File: src/rtl/control_unit_mc_pkg.sv
// rtl/control_unit_mc_pkg.sv - shared opcodes, states, bus/ALU codes and write-enable positions
package control_unit_mc_pkg;

    typedef enum logic [3:0] {
        S_IDLE, S_INIT, S_FETCH1, S_FETCH2, S_FETCH3,
        S_EXEC1, S_EXEC2, S_EXEC3, S_EXEC4
    } state_t;

    localparam int OP_NOP   = 0;
    localparam int OP_LDACI = 1;
    localparam int OP_LDAC  = 2;
    localparam int OP_STACI = 3;
    localparam int OP_STAC  = 4;
    localparam int OP_LDAR  = 5;
    localparam int OP_MVAC  = 6;
    localparam int OP_MVR   = 7;
    localparam int OP_ADD   = 8;
    localparam int OP_SUB   = 9;
    localparam int OP_MUL   = 10;
    localparam int OP_ADDTR = 11;
    localparam int OP_INCAC = 12;
    localparam int OP_CLRAC = 13;
    localparam int OP_CLRTR = 14;
    localparam int OP_JPNZ  = 15;
    localparam int OP_JPZ   = 16;
    localparam int OP_ENDOP = 17;

    localparam int BUS_IMEM = 0;
    localparam int BUS_DMEM = 1;
    localparam int BUS_PC   = 2;
    localparam int BUS_DR   = 3;
    localparam int BUS_AC   = 5;
    localparam int BUS_TR   = 6;
    localparam int BUS_R0   = 7;

    localparam logic [3:0] ALU_ADD  = 4'd0;
    localparam logic [3:0] ALU_SUB  = 4'd1;
    localparam logic [3:0] ALU_MUL  = 4'd2;
    localparam logic [3:0] ALU_PASS = 4'd5;

    // General registers occupy the low NUM_GPR enable bits; fixed registers sit above them.
    function automatic int we_ac(input int n);  return n;     endfunction
    function automatic int we_tr(input int n);  return n + 1; endfunction
    function automatic int we_ir(input int n);  return n + 2; endfunction
    function automatic int we_dr(input int n);  return n + 3; endfunction
    function automatic int we_pc(input int n);  return n + 4; endfunction
    function automatic int we_ar(input int n);  return n + 5; endfunction
    function automatic int we_arb(input int n); return n + 6; endfunction

endpackage

File: src/rtl/control_unit_mc_dec.sv
// rtl/control_unit_mc_dec.sv - combinational next-state and control-word decoder
module control_unit_mc_dec
    import control_unit_mc_pkg::*;
#(
    parameter int IR_W    = 8,
    parameter int IDX_W   = 3,
    parameter int NUM_GPR = 5,
    localparam int BUS_W  = $clog2(7 + NUM_GPR),
    localparam int WE_W   = 7 + NUM_GPR
) (
    input  state_t             state,
    input  logic               start,
    input  logic [IR_W-1:0]    ir,
    input  logic               z,
    output state_t             nxt,
    output logic               mem_step,
    output logic [WE_W-1:0]    write_en,
    output logic [BUS_W-1:0]   bus_ld,
    output logic [3:0]         alu_mode,
    output logic [1:0]         inc,
    output logic [2:0]         clr,
    output logic               dm_wr,
    output logic               end_op,
    output logic               illegal_op
);

    localparam int OPC_W = IR_W - IDX_W;

    logic [OPC_W-1:0] opc;
    logic [IDX_W-1:0] idx;
    logic [BUS_W-1:0] reg_bus;
    logic             reg_ok;
    logic             jmp_taken;
    int               op;

    assign opc       = ir[IR_W-1:IDX_W];
    assign idx       = ir[IDX_W-1:0];
    assign op        = int'(opc);
    assign reg_ok    = int'(idx) < NUM_GPR;
    assign jmp_taken = (op == OP_JPZ) ? z : ~z;
    assign reg_bus   = BUS_W'(BUS_R0 + int'(idx));

    function automatic logic [WE_W-1:0] we1(input int pos);
        return WE_W'(1) << pos;
    endfunction

    always_comb begin
        nxt        = state;
        mem_step   = 1'b0;
        write_en   = '0;
        bus_ld     = '0;
        alu_mode   = ALU_ADD;
        inc        = 2'b00;
        clr        = 3'b000;
        dm_wr      = 1'b0;
        end_op     = 1'b0;
        illegal_op = 1'b0;
        case (state)
            S_IDLE:   if (start) nxt = S_INIT;
            S_INIT:   begin clr = 3'b111; nxt = S_FETCH1; end
            S_FETCH1: begin write_en = we1(we_ar(NUM_GPR)); bus_ld = BUS_W'(BUS_PC); nxt = S_FETCH2; end
            S_FETCH2: begin
                mem_step = 1'b1;
                write_en = we1(we_dr(NUM_GPR));
                inc      = 2'b01;
                nxt      = S_FETCH3;
            end
            S_FETCH3: begin write_en = we1(we_ir(NUM_GPR)); bus_ld = BUS_W'(BUS_DR); nxt = S_EXEC1; end
            S_EXEC1: begin
                nxt = S_FETCH1;
                // Undefined opcodes and out-of-range register indices behave as NOP.
                if (op > OP_ENDOP || (op >= OP_LDAR && op <= OP_MUL && !reg_ok)) begin
                    illegal_op = 1'b1;
                end else begin
                    case (op)
                        OP_LDACI, OP_STACI: begin
                            mem_step = 1'b1;
                            write_en = we1(we_dr(NUM_GPR));
                            nxt      = S_EXEC2;
                        end
                        OP_LDAC: begin
                            mem_step = 1'b1;
                            bus_ld   = BUS_W'(BUS_DMEM);
                            write_en = we1(we_dr(NUM_GPR));
                            nxt      = S_EXEC2;
                        end
                        OP_STAC: begin mem_step = 1'b1; bus_ld = BUS_W'(BUS_AC); dm_wr = 1'b1; end
                        OP_LDAR: begin
                            bus_ld   = reg_bus;
                            write_en = we1(we_arb(NUM_GPR)) | we1(we_ar(NUM_GPR));
                        end
                        OP_MVAC: begin bus_ld = BUS_W'(BUS_AC); write_en = we1(int'(idx)); end
                        OP_MVR:  begin bus_ld = reg_bus; write_en = we1(we_ac(NUM_GPR)); alu_mode = ALU_PASS; end
                        OP_ADD, OP_SUB, OP_MUL: begin
                            bus_ld   = reg_bus;
                            write_en = we1(we_ac(NUM_GPR));
                            alu_mode = (op == OP_ADD) ? ALU_ADD : (op == OP_SUB) ? ALU_SUB : ALU_MUL;
                        end
                        OP_ADDTR: begin bus_ld = BUS_W'(BUS_TR); write_en = we1(we_ac(NUM_GPR)); nxt = S_EXEC2; end
                        OP_INCAC: inc = 2'b10;
                        OP_CLRAC: clr = 3'b100;
                        OP_CLRTR: clr = 3'b010;
                        OP_JPNZ, OP_JPZ: begin
                            if (jmp_taken) begin
                                mem_step = 1'b1;
                                write_en = we1(we_dr(NUM_GPR));
                                nxt      = S_EXEC2;
                            end else begin
                                inc = 2'b01;
                            end
                        end
                        OP_ENDOP: begin end_op = 1'b1; nxt = S_IDLE; end
                        default: ;
                    endcase
                end
            end
            S_EXEC2: begin
                nxt = S_FETCH1;
                case (op)
                    OP_LDACI, OP_STACI: begin
                        bus_ld   = BUS_W'(BUS_DR);
                        write_en = we1(we_arb(NUM_GPR)) | we1(we_ar(NUM_GPR));
                        inc      = 2'b01;
                        nxt      = S_EXEC3;
                    end
                    OP_LDAC:  begin bus_ld = BUS_W'(BUS_DR); write_en = we1(we_ac(NUM_GPR)); alu_mode = ALU_PASS; end
                    OP_ADDTR: begin bus_ld = BUS_W'(BUS_AC); write_en = we1(we_tr(NUM_GPR)); end
                    // Only a taken jump reaches EXEC2.
                    OP_JPNZ, OP_JPZ: begin bus_ld = BUS_W'(BUS_DR); write_en = we1(we_pc(NUM_GPR)); end
                    default: ;
                endcase
            end
            S_EXEC3: begin
                nxt      = S_FETCH1;
                mem_step = 1'b1;
                if (op == OP_LDACI) begin
                    bus_ld   = BUS_W'(BUS_DMEM);
                    write_en = we1(we_dr(NUM_GPR));
                    nxt      = S_EXEC4;
                end else begin
                    bus_ld = BUS_W'(BUS_AC);
                    dm_wr  = 1'b1;
                end
            end
            S_EXEC4: begin
                nxt      = S_FETCH1;
                bus_ld   = BUS_W'(BUS_DR);
                write_en = we1(we_ac(NUM_GPR));
                alu_mode = ALU_PASS;
            end
            default: nxt = S_IDLE;
        endcase
    end

endmodule

File: src/rtl/control_unit_mc.sv
// rtl/control_unit_mc.sv - multi-cycle control unit: state register and memory-stall gating
module control_unit_mc
    import control_unit_mc_pkg::*;
#(
    parameter int IR_W    = 8,
    parameter int IDX_W   = 3,
    parameter int NUM_GPR = 5,
    parameter int MEM_HS  = 1,
    localparam int BUS_W  = $clog2(7 + NUM_GPR),
    localparam int WE_W   = 7 + NUM_GPR
) (
    input  logic             clk,
    input  logic             rst_n,
    input  logic             start,
    input  logic [IR_W-1:0]  ir,
    input  logic             z,
    input  logic             mem_rdy,
    output logic             busy,
    output logic             end_op,
    output logic             illegal_op,
    output logic             mem_req,
    output logic [1:0]       inc,
    output logic [3:0]       alu_mode,
    output logic [BUS_W-1:0] bus_ld,
    output logic [WE_W-1:0]  write_en,
    output logic [2:0]       clr,
    output logic             dm_wr,
    output logic             im_wr
);

    state_t             state, nxt;
    logic               step_mem, rdy, stall;
    logic [WE_W-1:0]    d_we;
    logic [1:0]         d_inc;
    logic               d_dm;

    control_unit_mc_dec #(.IR_W(IR_W), .IDX_W(IDX_W), .NUM_GPR(NUM_GPR)) u_dec (
        .state      (state),
        .start      (start),
        .ir         (ir),
        .z          (z),
        .nxt        (nxt),
        .mem_step   (step_mem),
        .write_en   (d_we),
        .bus_ld     (bus_ld),
        .alu_mode   (alu_mode),
        .inc        (d_inc),
        .clr        (clr),
        .dm_wr      (d_dm),
        .end_op     (end_op),
        .illegal_op (illegal_op)
    );

    assign rdy   = (MEM_HS != 0) ? mem_rdy : 1'b1;
    assign stall = step_mem & ~rdy;

    // The word is decoded from the state register so EXEC steps see the IR loaded in FETCH3.
    always_ff @(posedge clk or negedge rst_n) begin
        if (!rst_n)      state <= S_IDLE;
        else if (!stall) state <= nxt;
    end

    assign busy     = (state != S_IDLE);
    assign mem_req  = step_mem;
    assign write_en = stall ? '0 : d_we;
    assign inc      = stall ? 2'b00 : d_inc;
    assign dm_wr    = d_dm & ~stall;
    assign im_wr    = 1'b0;

endmodule

File: config.mk
export PLATFORM = sky130hd
export DESIGN_NAME = control_unit_mc
export DESIGN_NICKNAME = d
export VERILOG_FILES = /design/src/rtl/control_unit_mc_pkg.sv /design/src/rtl/control_unit_mc_dec.sv /design/src/rtl/control_unit_mc.sv
export SDC_FILE = /design/constraint.sdc
export NUM_CORES = 1
export LEC_CHECK = 0
export ABC_AREA = 1
export CORE_UTILIZATION = 40
export DETAILED_ROUTE_END_ITERATION = 12
export PLACE_DENSITY_LB_ADDON = 0.15
export REMOVE_ABC_BUFFERS = 1
export SYNTH_ARGS = -nofsm -noshare
export SYNTH_HDL_FRONTEND = slang
export SYNTH_HIERARCHICAL = 1
export SYNTH_SLANG_ARGS = --single-unit
File: constraint.sdc
create_clock -name clk -period 5.7 [get_ports clk]
set_input_delay 1.14 -clock clk [delete_from_list [all_inputs] [get_ports clk]]
set_output_delay 1.14 -clock clk [all_outputs]
set_load 0.05 [all_outputs]
Yosys cells after proc, flatten, opt, wreduce, memory -nomap -nowiden
Cells that the tools add are included.
- bits in registers: 4
- input port bits: 13
- word-level logic and storage cells: 110
- $add $sub $neg: 1
- $lt $le $gt $ge: 4
- equal/unequal tests: 30
- shifts and indexed selects: 1
- muxes and demuxes: 48
- bitwise logic cells: 5
- reductions and logical operators: 20
- operators with widths (kind ; number):
    $pmux 12 s7 ; 1
    $pmux 12 s5 ; 1
    $pmux 12 s4 ; 1
    $eq 5x4->1 const B ; 8
    $pmux 4 s8 ; 1
    $eq 5x5->1 const B ; 5
    $mux 12 ; 2
    $mux 4 ; 6
    $pmux 4 s3 ; 2
    $eq 5x3->1 const B ; 4
    $pmux 4 s5 ; 1
    $mux 9 ; 2
    $pmux 3 s2 ; 3
    $eq 4x3->1 const B ; 4
    $pmux 4 s4 ; 1
    $eq 5x2->1 const B ; 3
    $mux 3 ; 5
    $reduce_or 5->1 ; 3
    $mux 1 ; 13
    $reduce_or 2->1 ; 6
    $shl 1x3->12 const A ; 1
    $eq 4x2->1 const B ; 2
    $pmux 4 s2 ; 1
    $reduce_or 4->1 ; 2
    other kinds (22) ; 31

Longest topological paths before layout
Gate-level depths: netlist of the first run.
- depth after elaboration: 9
- mapped depth: 12
- mapped depth without buffers: 12

Modules after synthesis
The synthesis of the first run kept the hierarchy.
- by module, submodules not included (module ; instances ; cells an instance ; area an instance (sq um) ; sequential area each (sq um)):
    control_unit_mc_dec ; 1 ; 184 ; 887.1 ; 0.0
    control_unit_mc ; 1 ; 55 ; 322.8 ; 100.1

Worst setup path before layout of the first run
Ideal clock, no wire load.
- path kind: input to output
- start point: input ir[4]
- end point: output write_en[1]
- arrival time: 3.279 ns
- data required time: 4.560 ns
- path slack: 1.281 ns
- cell stages on the path: 11
- path through: nor2_2 -> nand3_1 -> xor2_1 -> o21ai_0 -> nand3_1 -> nand2_1 -> nand2_1 -> nand2_4 -> inv_4 -> buf_6 -> nor2_1
- longest elaborated chain between the ends: 8
- ends and longest elaborated chain (element ; line ; RTL):
    from (decl) ; control_unit_mc.sv:15 ; input logic [IR_W-1:0] ir,
    $ge 5x3->1, or another cell as far along ; control_unit_mc_dec.sv:72 ; if (op > OP_ENDOP || (op >= OP_LDAR && op <= OP_MUL && !reg_ok)) begin
    $logic_and 1x1->1 or $mux 1 (tied branches) ; control_unit_mc_dec.sv:72, control_unit_mc_dec.sv:40 ;
    $logic_and 1x1->1 or $mux 1 (tied branches) ; control_unit_mc_dec.sv:72, control_unit_mc_dec.sv:104 ;
    $logic_or 1x1->1 or $pmux 1 s2 (tied branches) ; control_unit_mc_dec.sv:72, control_unit_mc_dec.sv:75 ;
    $mux 1 (*) ; control_unit_mc_dec.sv:72 ;
    $pmux 1 s2 (*) ; control_unit_mc_dec.sv:58 ; case (state)
    via mem_req ; control_unit_mc.sv:21 ; output logic mem_req,
    $and 1x1->1 (*) ; control_unit_mc.sv:55 ; assign stall = step_mem & ~rdy;
    $mux 12 (*) ; control_unit_mc.sv:65 ; assign write_en = stall ? '0 : d_we;
    to (decl) ; control_unit_mc.sv:25 ; output logic [WE_W-1:0] write_en,
The timed path passes the listed nets; every way through them passes the cells marked *.

Worst setup path after layout of the first run
- start point: input ir[4]
- end point: output write_en[6]
- longest elaborated chain between the ends: 8
- ends and longest elaborated chain (element ; line):
    $ge 5x3->1, or another cell as far along ; control_unit_mc_dec.sv:72
    $logic_and 1x1->1 or $mux 1 (tied branches) ; control_unit_mc_dec.sv:72, control_unit_mc_dec.sv:40
    $logic_and 1x1->1 or $mux 1 (tied branches) ; control_unit_mc_dec.sv:72, control_unit_mc_dec.sv:104
    $logic_or 1x1->1 or $pmux 1 s2 (tied branches) ; control_unit_mc_dec.sv:72, control_unit_mc_dec.sv:75
    $mux 1 ; control_unit_mc_dec.sv:72
    $pmux 1 s2 ; control_unit_mc_dec.sv:58
    $and 1x1->1 ; control_unit_mc.sv:55
    $mux 12 (*) ; control_unit_mc.sv:65
Mark *: on every way between the ends. The rest lies on a longest branch, timed or not.

==> metrics.md, run 1 <==
| Metric | Value |
|---|---|
| Class of the most critical hold timing path | reg -> reg |
| Number of buffers created by CTS | 3 |
| Io pins | between 40 and 50 |
| Half-perimeter wire length after placement | ~2700 um |
| Tcrit/Tclk final | 0.880 |
| Vertical die dimension | 57.0 um |
| Library cell occupying the most area in the post-synthesis netlist | nand2_1 |
| Number of port buffers | 41 |
| Total length of routed wires | between 3000 and 4000 um |
| Transition time at the pin with the least slew margin | 515 ps |
| Number of sinks driven by the clock tree | 4 |
| Share of the core filled with cells | 0.590 |
| Flop and latch count out of synthesis | 4 |
| Unique masters post-synth | 28 |
| Average via count per standard cell | 4.79 |
| Number of pins exceeding their max-slew limit in the final report | 0 |
| Initial detailed-routing violation count | 100 |
| Relative area change from synthesis to final layout | 36.8% |
| Combined flip-flop and latch cell area | 100 sq um |
| Power density normalized to cell area | 304 nW/um^2 |
| Die extent in x | 57.0 um |
| Global-route wire length before repair | about 5600 um |
| Share of synthesized registers carrying an async set or reset | 1.00 |
| Via count of the first global-routing pass | 1336 |
| Category of the most critical setup path | in -> out |
| Max-slew headroom at the worst pin | 0.656 |
| Sequential-to-total area share from yosys stat | 0.0827 |
| Cell count after synthesis | 239 |
| Reg with most FFs | state |
| Post-cts hold buffer count | 0 |
| Dominant cells by area after synthesis | nand2_1 (20%), nor2_1 (15%), inv_1 (13%) |
| Final clock skew | 0.224 ps |
| Residual DRC | 5 |
| Most frequent cells in the layout | nand2_1 (66), nor2_1 (47), inv_1 (43) |
| Count of TritonRoute iterations in the first routing pass | 8 |
| Data arrival time of the critical path | between 3000 and 4000 ps |
| Critical path fanouts, max | 15 |
| Number of fill cells | 325 |
| Last weighted congestion value of the routability-driven placer | roughly 0.9 |
| RSZ-0062 raised after global routing | no |
| Initial antenna violation count | 0 |
| Worst-case vdd ir drop | 0.117 mV |
| Shortest period the worst path allows | 5010 ps |
| Number of nets at the end of the flow | 300 |
| Cell at the root of the clock tree | clkbuf_4 |
| Clock transition at the registers of the reported paths | 30 ps |
| GRT Util Overall | 0.209 |
| Ys Warns | 6 |
| Outcome | complete, but fails checks |
| Multi-input gate area | 901 sq um |
| Initial core utilization | 0.431 |
| Reported leakage power | 0.000841 uW |
| Max reg flops | 4 |
| Number of synthesized flops with an enable pin | 0 |
| Full die area | 3250 sq um |
| Total of max-cap violations | 0 |
| TritonCTS clock tree | done |
| Violations in the final reports | DRC |
| Worst hold slack after final layout | 595 ps |
| Aggregate global routing overflow | 0 |
| Clk_lat worst skew | 230 ps |
| Buffers inserted during post-CTS setup optimization | 0 |
| Standard-cell rows | 19 |
| # setup viols final | 0 |
| # diodes | 0 |
| Setup TNS after final layout | 0 ps |
| Commonest register cell after synthesis | dfrtp_1 |
| Largest net degree at the start of global routing | 16 |
| Post-route ant nets | 0 |
| Achievable clock frequency | 199 MHz |
| Synth Cell Area | 1210 sq um |
| Commonest non-fill, non-tap cell in the layout | nand2_1 |
| Area share of the largest cell type after synthesis | 0.205 |
| Total of cells resized after clock tree synthesis | 0 |
| CTS Buffer Depth | 2 |
| H-tree levels | 1 |
| Routed length per placed instance | 10.4 um |
| Synth Area per Inst | 5.06 sq um |
| Overall via count from detail_route | 1489 |
| Final Hold Vio Count | 0 |
| Worst Setup Start Kind | input port |
| Endpoint type of the worst setup path | output pin |
| Share of layout cells above drive strength 1 | 0.100 |
| Critical path required time | 4560 ps |
| Placeable core region | 2810 sq um |
| Largest registers | state x4 |
## final timing paths
kind                       slack (ps)      from     endpoint  depth (start not counted)
max in group asynchronous        4430     rst_n     state[1]                          1
max                               690     ir[4]  write_en[6]                         12
max reg2reg                      4040  state[3]     state[0]                          8
min in group asynchronous        1110     rst_n     state[3]                          1
min reg2reg                       600  state[2]     state[2]                          2
min                               600  state[2]     state[2]                          2
## critical path: stages
cell and delay, ps:
clkdlybuf4s50_1 540, nor2_2 230, nand3_1 140, xor2_1 170, o21ai_0 130, nand3_1 120
nand2_1 80, nand2_1 160, nand2_4 150, inv_4 90, nor2_1 100, clkdlybuf4s50_1 810
## cell type report
type                            instances  area share
Clock buffer                            3      0.0136
Inverter                               48       0.110
Multi-Input combinational cell        184       0.544
Sequential cell                         4      0.0605
Tap cell                               31      0.0234
Timing Repair Buffer                   41       0.248
## cell families after synthesis
| logic type | synth area share |
|---|---|
| other | 0.00621 |
| AO/OA/AOI/OAI | 0.0838 |
| buffers and inverters | 0.173 |
| XOR/XNOR | 0.0145 |
| adder cells (fa/ha/maj) | 0.0517 |
| flip-flops | 0.0827 |
| AND/OR/NAND/NOR | 0.588 |
## power breakdown
group          internal, uW  total (uW)  leakage (uW)  switching (uW)
Sequential             38.7        54.4     0.0000516            15.7
Clock                  23.4        33.2     0.0000138            9.78
Combinational           130         416      0.000776             286
## cells in the mapped netlist (3+ instances only)
library cell	n
dfrtp_1	4
nor3_1	6
nor2_1	47
nand3_1	15
o21ai_0	6
o31ai_1	3
inv_2	3
nor2_2	10
nand2_1	66
ha_1	5
nand3_2	5
inv_1	43
a21oi_1	6
## stage by stage
| stage | setup slack [ps] | total power [uW] | instances | cell area [sq um] |
|---|---|---|---|---|
| 2_1_floorplan | 1380 | 347 | 236 | 1180 |
| 3_3_place_gp | 725 | 469 | 308 | 1630 |
| 3_5_place_dp | 689 | 469 | 308 | 1630 |
| 4_1_cts | 687 | 504 | 311 | 1660 |
| 5_1_grt | 449 | 540 | 311 | 1660 |
| 6_report | 686 | 503 | 311 | 1660 |
## per-layer routing
| layer | track usage | vias up | wire, um |
|---|---|---|---|
| met5 | 0 | - | 0 |
| met4 | 0.0314 | 0 | 0 |
| met3 | 0.0136 | 0 | 180 |
| met2 | 0.365 | 44 | 1510 |
| met1 | 0.289 | 639 | 1550 |
| li1 | - | 806 | - |
(Power assumes the default switching activity.)
==> inputs of run 2 (changes only) <==
- PLACE_DENSITY: not set -> 0.77
- PLACE_DENSITY_LB_ADDON: 0.15 -> not set
==> metrics.md, run 2 (synthesized netlist as in run 1, its figures left out) <==
| Metric | Value |
|---|---|
| Outcome | complete, but fails checks |
| Achievable clock frequency | 200 MHz |
| Post-route ant nets | 0 |
| Number of sinks driven by the clock tree | 4 |
| # diodes | 0 |
| Aggregate global routing overflow | 0 |
| Residual DRC | 7 |
| Average via count per standard cell | between 4 and 5 |
| Class of the most critical hold timing path | reg -> reg |
| Largest net degree at the start of global routing | 16 |
| Power density normalized to cell area | approximately 300 nW/um^2 |
| Worst hold slack after final layout | 601 ps |
| Global-route wire length before repair | 5760 um |
| Last weighted congestion value of the routability-driven placer | 0.889 |
| Tcrit/Tclk final | 0.878 |
| Clk_lat worst skew | approximately 240 ps |
| Total of cells resized after clock tree synthesis | 0 |
| Flop-to-flop setup slack | 4060 ps |
| Die extent in x | approximately 57 um |
| Io pins | 44 |
| Vertical die dimension | 57.0 um |
| Worst-case vdd ir drop | 0.127 mV |
| Number of port buffers | 41 |
| Clock transition at the registers of the reported paths | ~40 ps |
| RSZ-0062 raised after global routing | no |
| # setup viols final | 0 |
| Via count of the first global-routing pass | about 1500 |
| Standard-cell rows | 19 |
| Initial detailed-routing violation count | 87 |
| Post-cts hold buffer count | 0 |
| Largest registers | state x4 |
| Total of max-cap violations | 0 |
| Total length of routed wires | 3310 um |
| Most frequent cells in the layout | nand2_1 (66), nor2_1 (47), inv_1 (43) |
| Setup TNS after final layout | 0 ps |
| CTS Buffer Depth | 2 |
| Relative area change from synthesis to final layout | 36.8% |
| Routed length per placed instance | 10.7 um |
| GRT Util Overall | 0.216 |
| Number of buffers created by CTS | 3 |
| Buffers inserted during post-CTS setup optimization | 0 |
| Number of nets at the end of the flow | 300 |
| Reg with most FFs | state |
| Overall via count from detail_route | around 1500 |
| Commonest non-fill, non-tap cell in the layout | nand2_1 |
| Max-slew headroom at the worst pin | 0.661 |
| Final clock skew | roughly 2.5 ps |
| Worst Setup Start Kind | input port |
| Reported leakage power | 0.000841 uW |
| Final Hold Vio Count | 0 |
| TritonCTS clock tree | done |
| Critical path fanouts, max | 15 |
| Number of fill cells | 301 |
| Critical path required time | 4560 ps |
| Initial core utilization | 0.431 |
| Max reg flops | 4 |
| Placeable core region | 2810 sq um |
| Cell at the root of the clock tree | clkbuf_4 |
| Half-perimeter wire length after placement | 2730 um |
| Number of pins exceeding their max-slew limit in the final report | 0 |
| Share of layout cells above drive strength 1 | 0.100 |
| Category of the most critical setup path | in -> out |
| Data arrival time of the critical path | 3870 ps |
| Transition time at the pin with the least slew margin | 507 ps |
| Initial antenna violation count | 0 |
| Count of TritonRoute iterations in the first routing pass | 8 |
| H-tree levels | 1 |
| Endpoint type of the worst setup path | output pin |
| Shortest period the worst path allows | 5010 ps |
| Violations in the final reports | DRC |
| Full die area | 3250 sq um |
## run 2: cell counts in the layout (fill, tap and decap cells not counted)
Identical to the previous run, type by type.
## run 2: per-layer routing
layer	track usage	wire length, um
met5	0	0
met4	0.0557	24
met3	0.0295	204
met2	0.371	1500
met1	0.284	1580
## run 2: layout make-up
class | instances | area (sq um) | share of cell area
sequential | 4 | 100 | 0.0605
timing repair buffer | 41 | 410 | 0.248
tap | 31 | 38.8 | 0.0234
multi-input combinational | 184 | 901 | 0.544
clock buffer | 3 | 22.5 | 0.0136
inverter | 48 | 183 | 0.110
## run 2: path summary, 6_finish.rpt
kind / startpoint / endpoint / cells past startpoint
max: ir[4] / write_en[5] / 12
max reg2reg: state[3] / state[2] / 8
min: state[2] / state[2] / 2
max in group asynchronous: rst_n / state[0] / 1
min reg2reg: state[2] / state[2] / 2
min in group asynchronous: rst_n / state[2] / 1
## run 2: per-stage QoR
| step | instance area, sq um | utilization | power, uW | instances | setup WS (ps) |
|---|---|---|---|---|---|
| 6_report | 1660 | 0.590 | 505 | 311 | 693 |
| 5_1_grt | 1660 | 0.590 | 549 | 311 | 447 |
| 4_1_cts | 1660 | 0.590 | 507 | 311 | 682 |
| 3_5_place_dp | 1630 | 0.582 | 469 | 308 | 689 |
| 3_3_place_gp | 1630 | 0.582 | 468 | 308 | 678 |
| 2_1_floorplan | 1180 | - | 347 | 236 | 1380 |
## run 2: where the power goes
part / switching [uW] / total [uW] / leakage, uW / internal, uW
clock network: 11.9 / 35.5 / 0.0000138 / 23.6
registers: 15.5 / 54.2 / 0.0000516 / 38.7
logic: 285 / 415 / 0.000776 / 130
total: 313 / 505 / 0.000841 / 192
## run 2: worst max-delay path: stages
cell	delay, ps
clkdlybuf4s50_1	550
nor2_2	230
nand3_1	130
xor2_1	180
o21ai_0	140
nand3_1	120
nand2_1	80
nand2_1	150
nand2_4	140
inv_4	90
nor2_1	100
clkdlybuf4s50_1	810
==> inputs of run 3 (changes only) <==
- CORE_MARGIN: not set -> 2
==> metrics.md, run 3 (synthesized netlist as in run 1, its figures left out) <==
| Metric | Value |
|---|---|
| Worst Setup Start Kind | input port |
| Count of TritonRoute iterations in the first routing pass | 5 |
| Initial antenna violation count | 0 |
| Tcrit/Tclk final | 0.882 |
| CTS Buffer Depth | 2 |
| Largest net degree at the start of global routing | 16 |
| Number of fill cells | 320 |
| Cell at the root of the clock tree | clkbuf_4 |
| # diodes | 0 |
| Final clock skew | 1.09 ps |
| Overall via count from detail_route | 1518 |
| Largest registers | state x4 |
| Number of port buffers | 41 |
| Total of max-cap violations | 0 |
| Initial detailed-routing violation count | 91 |
| Last weighted congestion value of the routability-driven placer | roughly 0.94 |
| Startpoint of the most critical hold path | state[2] |
| Share of power burned in combinational logic | 0.820 |
| CP max-delay cell | clkdlybuf4s50_1 |
| Flop-to-flop setup slack | 4080 ps |
| Crit-path cells | clkdlybuf4s50_1, nor2_2, nand3_1, xor2_1, o21ai_0, nand3_1, nand2_1, nand2_1, nand2_4, inv_4, nor2_1, clkdlybuf4s50_1 |
| Placed insts | 308 |
| Number of sinks driven by the clock tree | 4 |
| Sw Ratio | 0.618 |
| Endpoint of the lowest-slack register-to-register path | state[2] |
| Residual DRC | 0 |
| Endpoint type of the worst setup path | output pin |
| Worst-case vdd ir drop | between 0.1 and 0.15 mV |
| Routed length per placed instance | 10.7 um |
| Full die area | 3480 sq um |
| Clk_lat worst skew | 240 ps |
| Int Power | 192 uW |
| GRT Util Overall | 0.208 |
| Transition time at the pin with the least slew margin | between 500 and 600 ps |
| Sequential power share | 0.110 |
| Aggregate global routing overflow | 0 |
| Buffers inserted during post-CTS setup optimization | 0 |
| Power density normalized to cell area | just over 300 nW/um^2 |
| Commonest non-fill, non-tap cell in the layout | nand2_1 |
| Shortest period the worst path allows | about 5000 ps |
| Setup TNS after final layout | 0 ps |
| Number of cells on the worst reg-to-reg path | 8 |
| TritonCTS clock tree | done |
| Die extent in x | 59.0 um |
| Number of cells traversed by the worst hold path | 2 |
| RSZ-0062 raised after global routing | no |
| Final std cells w/o fill | 311 |
| Average via count per standard cell | 4.88 |
| Via count of the first global-routing pass | around 1400 |
| Outcome | complete, no violations |
| Reported leakage power | 0.000841 uW |
| Placeable core region | around 2800 sq um |
| Post-route ant nets | 0 |
| Share of layout cells above drive strength 1 | 0.100 |
| Initial core utilization | 0.431 |
| Clock network fraction of design power | 0.070 |
| H-tree levels | 1 |
| Post-cts hold buffer count | 0 |
| Most frequent cells in the layout | nand2_1 (66), nor2_1 (47), inv_1 (43) |
| Achievable clock frequency | 199 MHz |
| Hold Path End | state[2] |
| Half-perimeter wire length after placement | about 2800 um |
| Number of nets at the end of the flow | 300 |
| Total length of routed wires | 3330 um |
| Clock transition at the registers of the reported paths | ~40 ps |
| Standard-cell rows | 19 |
| Global-route wire length before repair | 5690 um |
| Class of the most critical hold timing path | reg -> reg |
| Critical path required time | 4560 ps |
| Data arrival time of the critical path | slightly below 4000 ps |
| Io pins | 44 |
| Critical path fanouts, max | 15 |
| # setup viols final | 0 |
| Max reg flops | 4 |
| Number of buffers created by CTS | 3 |
| Category of the most critical setup path | in -> out |
| Vertical die dimension | between 50 and 60 um |
| Number of pins exceeding their max-slew limit in the final report | 0 |
| Max-slew headroom at the worst pin | 0.661 |
| Overall power | 503 uW |
| Total of cells resized after clock tree synthesis | 0 |
| Combined flip-flop and latch cell area | between 100 and 150 sq um |
| Relative area change from synthesis to final layout | 36.8% |
| Final Hold Vio Count | 0 |
| Multi-input gate area | between 900 and 1000 sq um |
| Reg2reg start | state[3] |
| Reg with most FFs | state |
| Switching power summed over all nets | just over 300 uW |
| Biggest cell delay along the critical path | between 800 and 900 ps |
## run 3: how the worst max path moves through the flow
stage | from | endpoint | slack (ps) | cells past startpoint
finish | ir[4] | write_en[6] | 670 | 12
global route | ir[4] | write_en[1] | 450 | 12
CTS | ir[4] | inc[1] | 680 | 12
detailed placement | ir[4] | inc[1] | 680 | 12
global placement | ir[4] | inc[1] | 680 | 12
floorplan | ir[4] | dm_wr | 1380 | 10
## run 3: per-stage QoR
stage               worst slack, ps  utilization  area (sq um)  hold WS (ps)
floorplan                      1380            -          1180           534
global placement                678        0.582          1630           573
detailed placement              680        0.582          1630           579
CTS                             677        0.590          1660           590
global route                    447        0.590          1660           633
finish                          670        0.590          1660           592
## run 3: worst max-delay path: cells and delay by family
kind / cells / cell delay [ps]
compound gates: 1 / 140
xor+xnor: 1 / 170
buf+inv: 3 / 1460
simple gates: 7 / 970
## run 3: power by group through the flow
| stage | registers, uW | logic, uW | clock network, uW |
|---|---|---|---|
| floorplan | 50.2 | 297 | 0 |
| global placement | 54.7 | 414 | 0 |
| detailed placement | 54.6 | 414 | 0 |
| CTS | 54.4 | 415 | 37.1 |
| global route | 56.0 | 447 | 40.2 |
| finish | 55.1 | 412 | 35.3 |
## run 3: final cells by class
class / count / area share
tap: 31 / 0.0234
inverter: 48 / 0.110
sequential: 4 / 0.0605
multi-input combinational: 184 / 0.544
timing repair buffer: 41 / 0.248
clock buffer: 3 / 0.0136
## run 3: routing by layer
| metal | GRT usage | up-vias | share of wire |
|---|---|---|---|
| met3 | 0.0328 | 2 | 0.059 |
| li1 | - | 809 | - |
| met2 | 0.360 | 47 | 0.48 |
| met1 | 0.271 | 660 | 0.46 |
| met4 | 0.0455 | 0 | 0.0042 |
| met5 | 0 | - | 0 |
